===== src/rtl/snn_img_loader.sv =====
// snn_img_loader
//   Unpacks bytes from uart_rx into the 1-bit-wide input-image RAM of the SNN core.
//   Each image is NUM_BITS pixels. They arrive LSB-first, 8 pixels per byte. After
//   the last pixel is written, img_rdy is raised and held until the core acknowledges
//   with img_ack. The next image then starts again at address 0.
//
// Ports
//   clk        system clock
//   rst        synchronous, active-high reset
//   rx_rdy     uart_rx byte valid (pulse or level; only its rising edge counts)
//   rx_data    uart_rx byte, valid while rx_rdy is high
//   img_ack    core has consumed the image (only looked at while an image is ready)
//   ram_we     input-RAM write enable
//   ram_addr   input-RAM write address
//   ram_wdata  input-RAM write data (one pixel)
//   img_rdy    a full image is in RAM
//   busy       unpacking a byte or holding a finished image
//   overrun    sticky: a byte was dropped; cleared by rst or img_ack
module snn_img_loader #(
    parameter int unsigned NUM_BITS   = 784,
    parameter int unsigned ADDR_WIDTH = 10
) (
    input  logic                  clk,
    input  logic                  rst,
    input  logic                  rx_rdy,
    input  logic [7:0]            rx_data,
    input  logic                  img_ack,
    output logic                  ram_we,
    output logic [ADDR_WIDTH-1:0] ram_addr,
    output logic                  ram_wdata,
    output logic                  img_rdy,
    output logic                  busy,
    output logic                  overrun
);

    // One extra counter bit so the post-increment value NUM_BITS is representable
    // even when NUM_BITS == 2**ADDR_WIDTH.
    localparam int unsigned CntW = ADDR_WIDTH + 1;
    localparam logic [CntW-1:0] NumBitsC = CntW'(NUM_BITS);
    localparam logic [CntW-1:0] CntOne   = CntW'(1);

    typedef enum logic [1:0] {
        StIdle,
        StUnpack,
        StDone
    } state_e;

    state_e          state_q;
    logic            rx_rdy_q;
    logic [7:0]      byte_q;
    logic [2:0]      bit_q;    // index of the pixel currently driven on ram_wdata
    logic [CntW-1:0] pix_q;    // address of the next pixel to be written
    logic            accept;
    logic [2:0]      nxt_bit;

    // Edge detect makes level and pulse sources behave identically.
    assign accept  = rx_rdy & ~rx_rdy_q;
    assign nxt_bit = bit_q + 3'd1;

    // All outputs are registered: the write for pixel k is set up at the edge that
    // enters (or stays in) UNPACK, so a byte accepted at edge N is written during the
    // eight cycles that follow it.
    always_ff @(posedge clk) begin
        if (rst) begin
            state_q   <= StIdle;
            rx_rdy_q  <= 1'b0;
            byte_q    <= 8'h00;
            bit_q     <= 3'd0;
            pix_q     <= '0;
            ram_we    <= 1'b0;
            ram_addr  <= '0;
            ram_wdata <= 1'b0;
            img_rdy   <= 1'b0;
            busy      <= 1'b0;
            overrun   <= 1'b0;
        end else begin
            rx_rdy_q <= rx_rdy;
            unique case (state_q)
                StIdle: begin
                    if (accept) begin
                        // Pixel 0 comes straight from the bus; the rest from byte_q.
                        byte_q    <= rx_data;
                        bit_q     <= 3'd0;
                        ram_we    <= 1'b1;
                        ram_addr  <= pix_q[ADDR_WIDTH-1:0];
                        ram_wdata <= rx_data[0];
                        pix_q     <= pix_q + CntOne;
                        busy      <= 1'b1;
                        state_q   <= StUnpack;
                    end
                end
                StUnpack: begin
                    if (accept) begin
                        overrun <= 1'b1;
                    end
                    if (bit_q != 3'd7) begin
                        bit_q     <= nxt_bit;
                        ram_addr  <= pix_q[ADDR_WIDTH-1:0];
                        ram_wdata <= byte_q[nxt_bit];
                        pix_q     <= pix_q + CntOne;
                    end else begin
                        // Last pixel of this byte was driven in the cycle just ending.
                        ram_we <= 1'b0;
                        if (pix_q == NumBitsC) begin
                            pix_q   <= '0;
                            img_rdy <= 1'b1;
                            state_q <= StDone;
                        end else begin
                            busy    <= 1'b0;
                            state_q <= StIdle;
                        end
                    end
                end
                StDone: begin
                    // The acknowledge wins; a byte arriving with it is dropped silently.
                    if (img_ack) begin
                        img_rdy <= 1'b0;
                        overrun <= 1'b0;
                        busy    <= 1'b0;
                        state_q <= StIdle;
                    end else if (accept) begin
                        overrun <= 1'b1;
                    end
                end
                default: begin
                    state_q <= StIdle;
                end
            endcase
        end
    end

endmodule


===== config.mk =====
export PLATFORM = sky130hd
export DESIGN_NAME = snn_img_loader
export DESIGN_NICKNAME = d
export VERILOG_FILES = /design/src/rtl/snn_img_loader.sv
export SDC_FILE = /design/constraint.sdc
export NUM_CORES = 1
export LEC_CHECK = 0
export BUFFER_PORTS_ARGS = -buffer_cell sky130_fd_sc_hd__buf_4
export CAP_MARGIN = 20
export CORE_MARGIN = 5
export CORE_UTILIZATION = 55
export CTS_BUF_LIST = sky130_fd_sc_hd__clkbuf_8
export DETAILED_ROUTE_END_ITERATION = 16
export GPL_TIMING_DRIVEN = 0
export HOLD_SLACK_MARGIN = 0.12
export PLACE_DENSITY = 0.73
export SLEW_MARGIN = 10
export SYNTH_ARGS = -nofsm -noshare
export SYNTH_HDL_FRONTEND = slang
export SYNTH_SLANG_ARGS = --single-unit

===== constraint.sdc =====
create_clock -name clk -period 3.2 [get_ports clk]
set_input_delay 0.32 -clock clk [delete_from_list [all_inputs] [get_ports clk]]
set_output_delay 0.32 -clock clk [all_outputs]
set_load 0.02 [all_outputs]

==> impl_metrics.csv, run 1 <==
group,metric,value,unit
synth,yosysTopAreaCell,"dfxtp_1",
timing,rsz0062_at_grt,"false",
synth,synth_edf_count,0,
clocking,cts_tree,"yes",
critical_path,path_max_fanout,10,
global_routing,antenna_found_initial,0,
clocking,clock_latency,0.30,ns
detailed_routing,ant_nets,0,
synth,synth_area_leaders,"dfxtp_1 (42%), nand2_1 (10%), a21oi_1 (9.8%), ha_1 (4.6%), o31ai_1 (2.4%)",
final_layout,antennaDiodeCount,0,
final_layout,final_area,2240,µm²
critical_path,critPathLaunchType,"flip-flop",
flow_run,cap_violations,0,
synth,synth_flop_cell,"dfxtp_1",
die,start_util,56.5,%
die,core.rowCount,21,
synth,ys_top_cells_by_count,"nand2_1 (50), dfxtp_1 (40), a21oi_1 (37)",
timing,tightest_slew,0.483,ns
final_layout,area_growth,18.9,%
power_and_ir_drop,ir_worst_vdd,287,µV
clocking,cts_max_path_buffers,2,
synth,synth_nets,249,
final_layout,post-route-util,67.2,%
detailed_routing,drt_wl_total,4.23,mm
outcome,status,"finished clean",
synth,syn_area,1880,µm²
detailed_routing,drtIter0Drc,111,
global_routing,grt_first_pass_wirelength,6.93,mm
critical_path,critPathKind,"reg -> reg",
final_layout,nets,281,
synth,synth_area_per_cell,8.19,µm²
final_layout,drive_gt1_share,15.2,%
synth,ys_seq_area_share,42.5,%
die,io_pins,27,
place,dpl.cell_count,301,
synth,synthSimpleGateAreaFrac,24.5,%
synth,synth_compound_area_share,20.5,%
timing,fin_ws,0.964,ns
timing,fin_crit_sh,69.9,%
die,die_h,68.5,µm
place,dpl.hpwl,2.99,mm
clocking,clkTransAtPathRegs,0.08,ns
clocking,cts_root_buffer,"clkbuf_8",
place,pre_cts_ws,1.04,ns
synth,ys_ff_latch,40,
clocking,numCtsBuffers,5,
synth,synth_top_family_by_area,"simple AND/OR/NAND/NOR gates",
synth,synth_top_cell_area_share,42.5,%
power_and_ir_drop,power,1.09,mW
synth,synthXorXnorAreaFrac,0,%
clocking,cts_resized,0,
synth,synth_warnings,0,
global_routing,grt_pass1_vias,1520,
power_and_ir_drop,p_leak,0.848,nW
timing,hold_ws,0.236,ns
critical_path,arrival,2.47,ns
timing,period_minus_slack,2.24,ns
synth,synth_most_common_cell,"nand2_1",
synth,ys_types,38,
clocking,cts_sinks,40,
final_layout,fill_cells,300,
detailed_routing,avgRoutedWirePerCell,13.7,µm
detailed_routing,num_vias,1704,
detailed_routing,via_per_inst,5.51,
detailed_routing,route.detailed.drc,0,
timing,tns,0,ns
final_layout,final-seq-area,801,µm²
global_routing,grt.overflow.total,0,
die,die_w,68.5,µm
critical_path,required,3.43,ns
final_layout,layout.cells.non_filler,309,
synth,syn_inst,230,
place,io_buffers,25,
timing,slew_headroom,67.8,%
power_and_ir_drop,power_density,485,nW/µm²
synth,synth_mux_area_share,2.86,%
die,dieArea,4700,µm²
detailed_routing,firstDrtPassIters,4,
die,core-area,3340,µm²
final_layout,multi_input_area,990,µm²
place,gp_congestion,0.816,
place,dpl_cell_area,2130,µm²
min_path,hold_path.class,"in -> reg",
clocking,cts_hold_buf,0,
clocking,cts_setup_buffers,0,
timing,drv_slew,0,
synth,synthAdderAreaFrac,4.65,%
timing,hold_viol,0,
synth,async_flop_share,0,%
timing,setup_viol,0,
global_routing,grt_max_degree,14,
critical_path,endpoint_kind,"flip-flop",
timing,fin_skew,0.00328,ns
timing,maxClockFrequency,0.447,GHz
clocking,htreeDepth,2,
global_routing,grt_usage,19.8,%
flip-flops by register name, indices dropped and copies added, names as in the netlist, 2 cells and up:
name      flops
pix_q        11
ram_addr     10
byte_q        8
bit_q         3
state_q       2
path summary, 6_finish.rpt:
kind / depth (start not counted) / to / slack (ns) / startpoint
max reg2reg: 7 / pix_q[10]$_SDFFE_PP0P_ / 0.96 / state_q[0]$_SDFFE_PP0P_
max: 7 / pix_q[10]$_SDFFE_PP0P_ / 0.96 / state_q[0]$_SDFFE_PP0P_
min reg2reg: 2 / byte_q[3]$_SDFFE_PP0P_ / 0.46 / byte_q[3]$_SDFFE_PP0P_
min: 2 / overrun$_SDFFE_PP0N_ / 0.24 / img_ack
kinds of logic after synthesis:
logic type      Yosys count
mux                       4
fa+ha+maj                 7
simple gates             90
compound gates           66
buf+inv                  23
flops                    40
cells in the final DEF, fill, tap and decap left out, types with 5 or more instances in the layout:
cell type and count:
nand2_1 50, o21ai_1 5, o31ai_1 6, dfxtp_1 40, nor2b_1 6, ha_1 7
or4_1 6, a21oi_1 37, clkbuf_1 10, inv_1 9, buf_4 26, clkbuf_8 5
metal layers:
metal | vias to the layer above | track usage (%) | share of wire [%]
li1 | 884 | - | -
met1 | 791 | 25.4 | 48
met4 | 0 | 8.93 | 1.9
met2 | 22 | 31.6 | 47
met5 | - | 0 | 0
met3 | 7 | 4.38 | 3.8
layout make-up:
cell class,instances,area share [%]
repair buffers,25,8.38
flip-flops and latches,40,35.7
clock inverters,3,1.90
clock buffers,5,3.07
well taps,46,2.57
inverters,9,1.51
multi-input cells,167,44.2
plain buffers,14,2.68
power by group:
| group | internal (mW) | total (mW) | switching, mW |
|---|---|---|---|
| clock | 0.231 | 0.417 | 0.186 |
| sequential | 0.516 | 0.528 | 0.0124 |
| combinational | 0.0557 | 0.142 | 0.0863 |
critical path: stages, from the launching register on:
cell     delay (ns)
dfxtp_1        0.37
inv_1          0.07
ha_1           0.29
nor2b_1        0.39
nor2_1         0.18
buf_2          0.22
or4_1          0.51
a21oi_1        0.14
Power figures use the tool's default switching activity.
==> run 2, diff against run 1 <==
--- a/config.mk
+++ b/config.mk
@@ -8,12 +8,12 @@
 export BUFFER_PORTS_ARGS = -buffer_cell sky130_fd_sc_hd__buf_4
 export CAP_MARGIN = 20
 export CORE_MARGIN = 5
-export CORE_UTILIZATION = 55
+export CORE_UTILIZATION = 53
 export CTS_BUF_LIST = sky130_fd_sc_hd__clkbuf_8
 export DETAILED_ROUTE_END_ITERATION = 16
 export GPL_TIMING_DRIVEN = 0
 export HOLD_SLACK_MARGIN = 0.12
-export PLACE_DENSITY = 0.73
+export PLACE_DENSITY = 0.74
 export SLEW_MARGIN = 10
 export SYNTH_ARGS = -nofsm -noshare
 export SYNTH_HDL_FRONTEND = slang
==> constraint.sdc (replaced) <==
create_clock -name clk -period 2 [get_ports clk]
set_input_delay 0.2 -clock clk [delete_from_list [all_inputs] [get_ports clk]]
set_output_delay 0.2 -clock clk [all_outputs]
set_load 0.02 [all_outputs]
==> run 2 against run 1 <==
Against the previous run: cell area is 6.1% higher; combinational power is 89% higher; sequential power is 60% higher; via count is 3.9% higher; first-iteration DRC count is 17% lower; critical path depth stayed put; clock power is 69% higher; sequential share of layout area is 2.0 points lower; global-route usage is 0.19 points lower; sequential cell count stayed put; critical path type unchanged; critical endpoint unchanged; largest cell class unchanged.
==> impl_metrics.csv, run 2 (synthesized netlist as in run 1, its figures left out) <==
group,metric,value,unit
outcome,status,"finished clean",
place,gp_congestion,0.828,
detailed_routing,drtIter0Drc,92,
final_layout,mostFrequentLayoutCell,"nand2_1",
clocking,clkTransAtPathRegs,0.08,ns
power_and_ir_drop,power,1.82,mW
global_routing,antenna_found_initial,0,
final_layout,layout_common_cells,"nand2_1 (50), dfxtp_1 (39), a21oi_1 (35)",
power_and_ir_drop,swShare,25.6,%
place,pre_cts_ws,-0.192,ns
final_layout,largest-register,"pix_q",
timing,period_minus_slack,1.92,ns
timing,fin_skew,0.00998,ns
final_layout,final_area,2380,µm²
place,dpl.cell_count,301,
clocking,cts_root_buffer,"clkbuf_8",
power_and_ir_drop,p_clk_share,38.7,%
timing,rsz0062_at_grt,"true",
detailed_routing,via_per_inst,5.66,
final_layout,antennaDiodeCount,0,
critical_path,critPathKind,"reg -> reg",
critical_path,arrival,2.14,ns
timing,hold_viol,0,
final_layout,reg.largest.list,"pix_q: 11 flops, ram_addr: 10 flops, byte_q: 8 flops",
power_and_ir_drop,switchingPower,0.465,mW
min_path,hold_path.class,"in -> reg",
die,core-area,3390,µm²
critical_path,path_max_fanout,10,
final_layout,drive_gt1_share,23.6,%
die,start_util,55.6,%
power_and_ir_drop,intPower,1.35,mW
final_layout,layout.cells.non_filler,313,
die,die_w,69.6,µm
detailed_routing,drt_wl_total,4.55,mm
critical_path,critPathLaunchType,"flip-flop",
detailed_routing,ant_nets,0,
timing,slew_headroom,66.7,%
power_and_ir_drop,p_leak,0.909,nW
clocking,clock_latency,0.30,ns
clocking,cts_tree,"yes",
final_layout,largest_reg_flops,11,
die,io_pins,27,
final_layout,area_growth,26.2,%
power_and_ir_drop,p_seq_share,46.6,%
global_routing,grt.overflow.total,0,
power_and_ir_drop,p_comb_share,14.8,%
detailed_routing,route.detailed.drc,0,
final_layout,nets,285,
timing,maxClockFrequency,0.522,GHz
timing,tightest_slew,0.499,ns
die,core.rowCount,21,
timing,setup_viol,0,
power_and_ir_drop,power_density,764,nW/µm²
timing,fin_crit_sh,95.9,%
global_routing,grt_first_pass_wirelength,7.85,mm
clocking,cts_max_path_buffers,2,
place,dpl.hpwl,3.16,mm
detailed_routing,avgRoutedWirePerCell,14.5,µm
timing,drv_slew,0,
global_routing,grt_pass1_vias,1621,
die,die_h,69.6,µm
die,dieArea,4850,µm²
power_and_ir_drop,ir_worst_vdd,449,µV
clocking,htreeDepth,2,
place,dpl_cell_area,2130,µm²
clocking,cts_sinks,40,
critical_path,required,2.23,ns
detailed_routing,firstDrtPassIters,4,
global_routing,grt_max_degree,14,
detailed_routing,num_vias,1771,
critical_path,endpoint_kind,"flip-flop",
timing,fin_ws,0.0826,ns
global_routing,grt_usage,19.6,%
flow_run,cap_violations,0,
clocking,numCtsBuffers,5,
place,io_buffers,25,
==> run 2: cell type report <==
cell class	instances	area, µm²
Clock buffer	6	82.6
Fill cell	292	1010
Multi-Input combinational cell	167	1050
Inverter	9	33.8
Clock inverter	2	38.8
Timing Repair Buffer	31	248
Tap cell	46	57.6
Buffer	12	65.1
Sequential cell	40	802
==> run 2: repair_timing <==
action / in CTS / in global routing
pin swaps: 0 / 2
setup endpoints to repair: 19 / 24
setup buffers: 0 / 5
gates resized for setup: 5 / 24
hold endpoints to repair: 1 / 0
hold buffers: 1 / 0
==> run 2: power groups by stage <==
stage / sequential (mW) / clock, mW / combinational [mW]
2_1_floorplan: 0.873 / 0 / 0.141
3_3_place_gp: 0.863 / 0 / 0.225
3_5_place_dp: 0.865 / 0 / 0.229
4_1_cts: 0.846 / 0.714 / 0.234
5_1_grt: 0.852 / 0.763 / 0.296
6_report: 0.847 / 0.703 / 0.269
==> run 2: final timing paths <==
kind / startpoint / end / slack, ns / cells past startpoint
max: pix_q[0]$_SDFFE_PP0P_ / pix_q[10]$_SDFFE_PP0P_ / 0.08 / 7
min: rx_rdy / rx_rdy_q$_SDFF_PP0_ / 0.13 / 2
max reg2reg: pix_q[0]$_SDFFE_PP0P_ / pix_q[10]$_SDFFE_PP0P_ / 0.08 / 7
min reg2reg: ram_addr[6]$_SDFFE_PP0P_ / ram_addr[6]$_SDFFE_PP0P_ / 0.46 / 2
==> run 2: metal layers <==
metal,share of wire [%],GRT usage (%)
met1,46,25.7
met2,48,31.1
met3,4.2,5.51
met4,1.3,6.17
met5,0,0
==> run 2: through the flow <==
| stage | utilization, % | hold WS, ns | setup TNS [ns] |
|---|---|---|---|
| 2_1_floorplan | - | 0.319 | 0 |
| 3_3_place_gp | 62.8 | 0.426 | -1.62 |
| 3_5_place_dp | 62.8 | 0.430 | -1.43 |
| 4_1_cts | 67.1 | 0.127 | -0.0254 |
| 5_1_grt | 70.2 | 0.124 | -0.0804 |
| 6_report | 70.2 | 0.127 | 0 |
==> run 2: worst max-delay path, stage by stage (launching register included) <==
cell      delay (ns)
dfxtp_1         0.36
inv_1           0.09
ha_1            0.17
nor4b_4         0.27
a31oi_2         0.14
clkbuf_4        0.20
or4_1           0.49
a21oi_2         0.13
==> run 3, diff against run 2 <==
--- a/config.mk
+++ b/config.mk
@@ -7,6 +7,7 @@
 export LEC_CHECK = 0
 export BUFFER_PORTS_ARGS = -buffer_cell sky130_fd_sc_hd__buf_4
 export CAP_MARGIN = 20
+export CORE_ASPECT_RATIO = 1.25
 export CORE_MARGIN = 5
 export CORE_UTILIZATION = 53
 export CTS_BUF_LIST = sky130_fd_sc_hd__clkbuf_8
==> run 3 against run 2 <==
Against the previous run: first-iteration DRC count increased by 12%; register-to-register slack gained 0.04 ns; critical path depth is 1 higher; non-clock buffer count is 4 lower; clock skew shrank 0.0022 ns; sequential cell count stayed put; clock power fell by 0.6%; power down 1.4%; fmax increased by 1.9%; largest cell class unchanged.
==> impl_metrics.csv, run 3 (synthesized netlist as in run 1, its figures left out) <==
group,metric,value,unit
die,start_util,54.6,%
global_routing,grt_first_pass_wirelength,7.85,mm
final_layout,layout_common_cells,"nand2_1 (50), dfxtp_1 (38), a21oi_1 (35)",
clocking,clock_latency,0.30,ns
final_layout,largest-register,"pix_q",
timing,setup_viol,0,
critical_path,required,2.23,ns
critical_path,arrival,2.11,ns
final_layout,fill_cells,302,
place,gp_congestion,0.840,
place,pre_cts_ws,-0.171,ns
clocking,cts_root_buffer,"clkbuf_8",
detailed_routing,ant_nets,0,
critical_path,critPathKind,"reg -> reg",
timing,fin_crit_sh,94.1,%
flow_run,cap_violations,0,
die,core-area,3450,µm²
global_routing,grt_usage,19.5,%
critical_path,path_max_fanout,9,
clocking,numCtsBuffers,5,
final_layout,layout.cells.non_filler,302,
detailed_routing,route.detailed.drc,0,
place,dpl_cell_area,2120,µm²
detailed_routing,drtIter0Drc,103,
global_routing,grt_pass1_vias,1763,
power_and_ir_drop,ir_worst_vdd,736,µV
clocking,htreeDepth,2,
detailed_routing,avgRoutedWirePerCell,14.3,µm
min_path,min_delay_path_depth,2,
final_layout,final_area,2320,µm²
timing,tightest_slew,0.482,ns
clocking,cts_sinks,40,
global_routing,grt.overflow.total,0,
final_layout,drive_gt1_share,21.7,%
min_path,hold_path.class,"in -> reg",
die,io_pins,27,
die,die_h,76.7,µm
timing,rsz0062_at_grt,"true",
place,dpl.cell_count,294,
final_layout,nets,281,
timing,maxClockFrequency,0.532,GHz
detailed_routing,drt_wl_total,4.32,mm
timing,drv_slew,0,
die,dieArea,4860,µm²
timing,hold_viol,0,
outcome,status,"finished clean",
place,dpl.hpwl,3.11,mm
power_and_ir_drop,power_density,773,nW/µm²
power_and_ir_drop,p_leak,0.889,nW
clocking,cts_tree,"yes",
final_layout,mostFrequentLayoutCell,"nand2_1",
detailed_routing,num_vias,1710,
timing,period_minus_slack,1.88,ns
global_routing,antenna_found_initial,0,
detailed_routing,via_per_inst,5.66,
global_routing,grt_max_degree,14,
final_layout,largest_reg_flops,11,
clocking,clkTransAtPathRegs,0.08,ns
die,die_w,63.3,µm
timing,slew_headroom,67.9,%
detailed_routing,firstDrtPassIters,4,
final_layout,reg.largest.list,"pix_q: 11 flops, ram_addr: 10 flops, byte_q: 8 flops",
critical_path,critPathLaunchType,"flip-flop",
critical_path,rr_worst_depth,8,
timing,fin_ws,0.119,ns
place,io_buffers,25,
die,core.rowCount,24,
final_layout,antennaDiodeCount,0,
final_layout,post-route-util,67.2,%
clocking,cts_max_path_buffers,2,
critical_path,endpoint_kind,"flip-flop",
timing,fin_skew,0.00775,ns
final_layout,area_growth,23.1,%
## run 3: cell count changes in the layout (fill, tap and decap cells not counted), sizes merged
cell,delta
buf,-2
clkbuf,-2
## run 3: final timing paths
kind | to | slack [ns] | start
worst max-delay path | pix_q[10]$_SDFFE_PP0P_ | 0.12 | state_q[1]$_SDFFE_PP0P_
worst min-delay path | rx_rdy_q$_SDFF_PP0_ | 0.14 | rx_rdy
worst max register to register | pix_q[10]$_SDFFE_PP0P_ | 0.12 | state_q[1]$_SDFFE_PP0P_
worst min register to register | byte_q[3]$_SDFFE_PP0P_ | 0.46 | byte_q[3]$_SDFFE_PP0P_
## run 3: area by class of cell
class	instances	area, µm²	area share, %
clock inverters	2	38.8	1.67
flip-flops and latches	40	803	34.6
inverters	9	33.8	1.46
clock buffers	6	82.6	3.56
plain buffers	12	65.1	2.80
well taps	39	48.8	2.10
multi-input cells	167	1040	44.9
repair buffers	27	205	8.85
## run 3: stage by stage
stage	hold slack, ns	TNS, ns	power, mW
final	0.135	0	1.79
after global routing	0.128	0	1.89
after CTS	0.126	-0.00293	1.79
after detailed placement	0.433	-1.56	1.09
after global placement	0.427	-1.35	1.09
after floorplan	0.319	0	1.01
## run 3: critical path, cell delays in order, from the launching register on
cell and delay, ns:
dfxtp_1 0.33, inv_2 0.09, ha_4 0.19, and3b_1 0.18
buf_4 0.13, nor2_1 0.09, buf_4 0.18, or4_1 0.50
a21oi_1 0.12
## run 3: repair_timing
action	in CTS	in global routing
pin swaps	0	4
hold buffers	1	0
gates resized for setup	5	23
setup buffers	0	1
hold endpoints to repair	1	0
setup endpoints to repair	19	24
## run 3: per-layer routing
metal  vias up  part of all wire (%)  track usage (%)
met4         0                   2.3             6.65
li1        877                     -                -
met2        33                    50             32.9
met1       792                    44             23.5
met3         8                   3.7             5.56
met5         -                     0                0
## run 3: power breakdown
part           total, mW  leakage (nW)  internal, mW  switching [mW]
clock              0.699        0.0614         0.408           0.291
combinational      0.247         0.502         0.106           0.142
sequential         0.847         0.326         0.826          0.0209
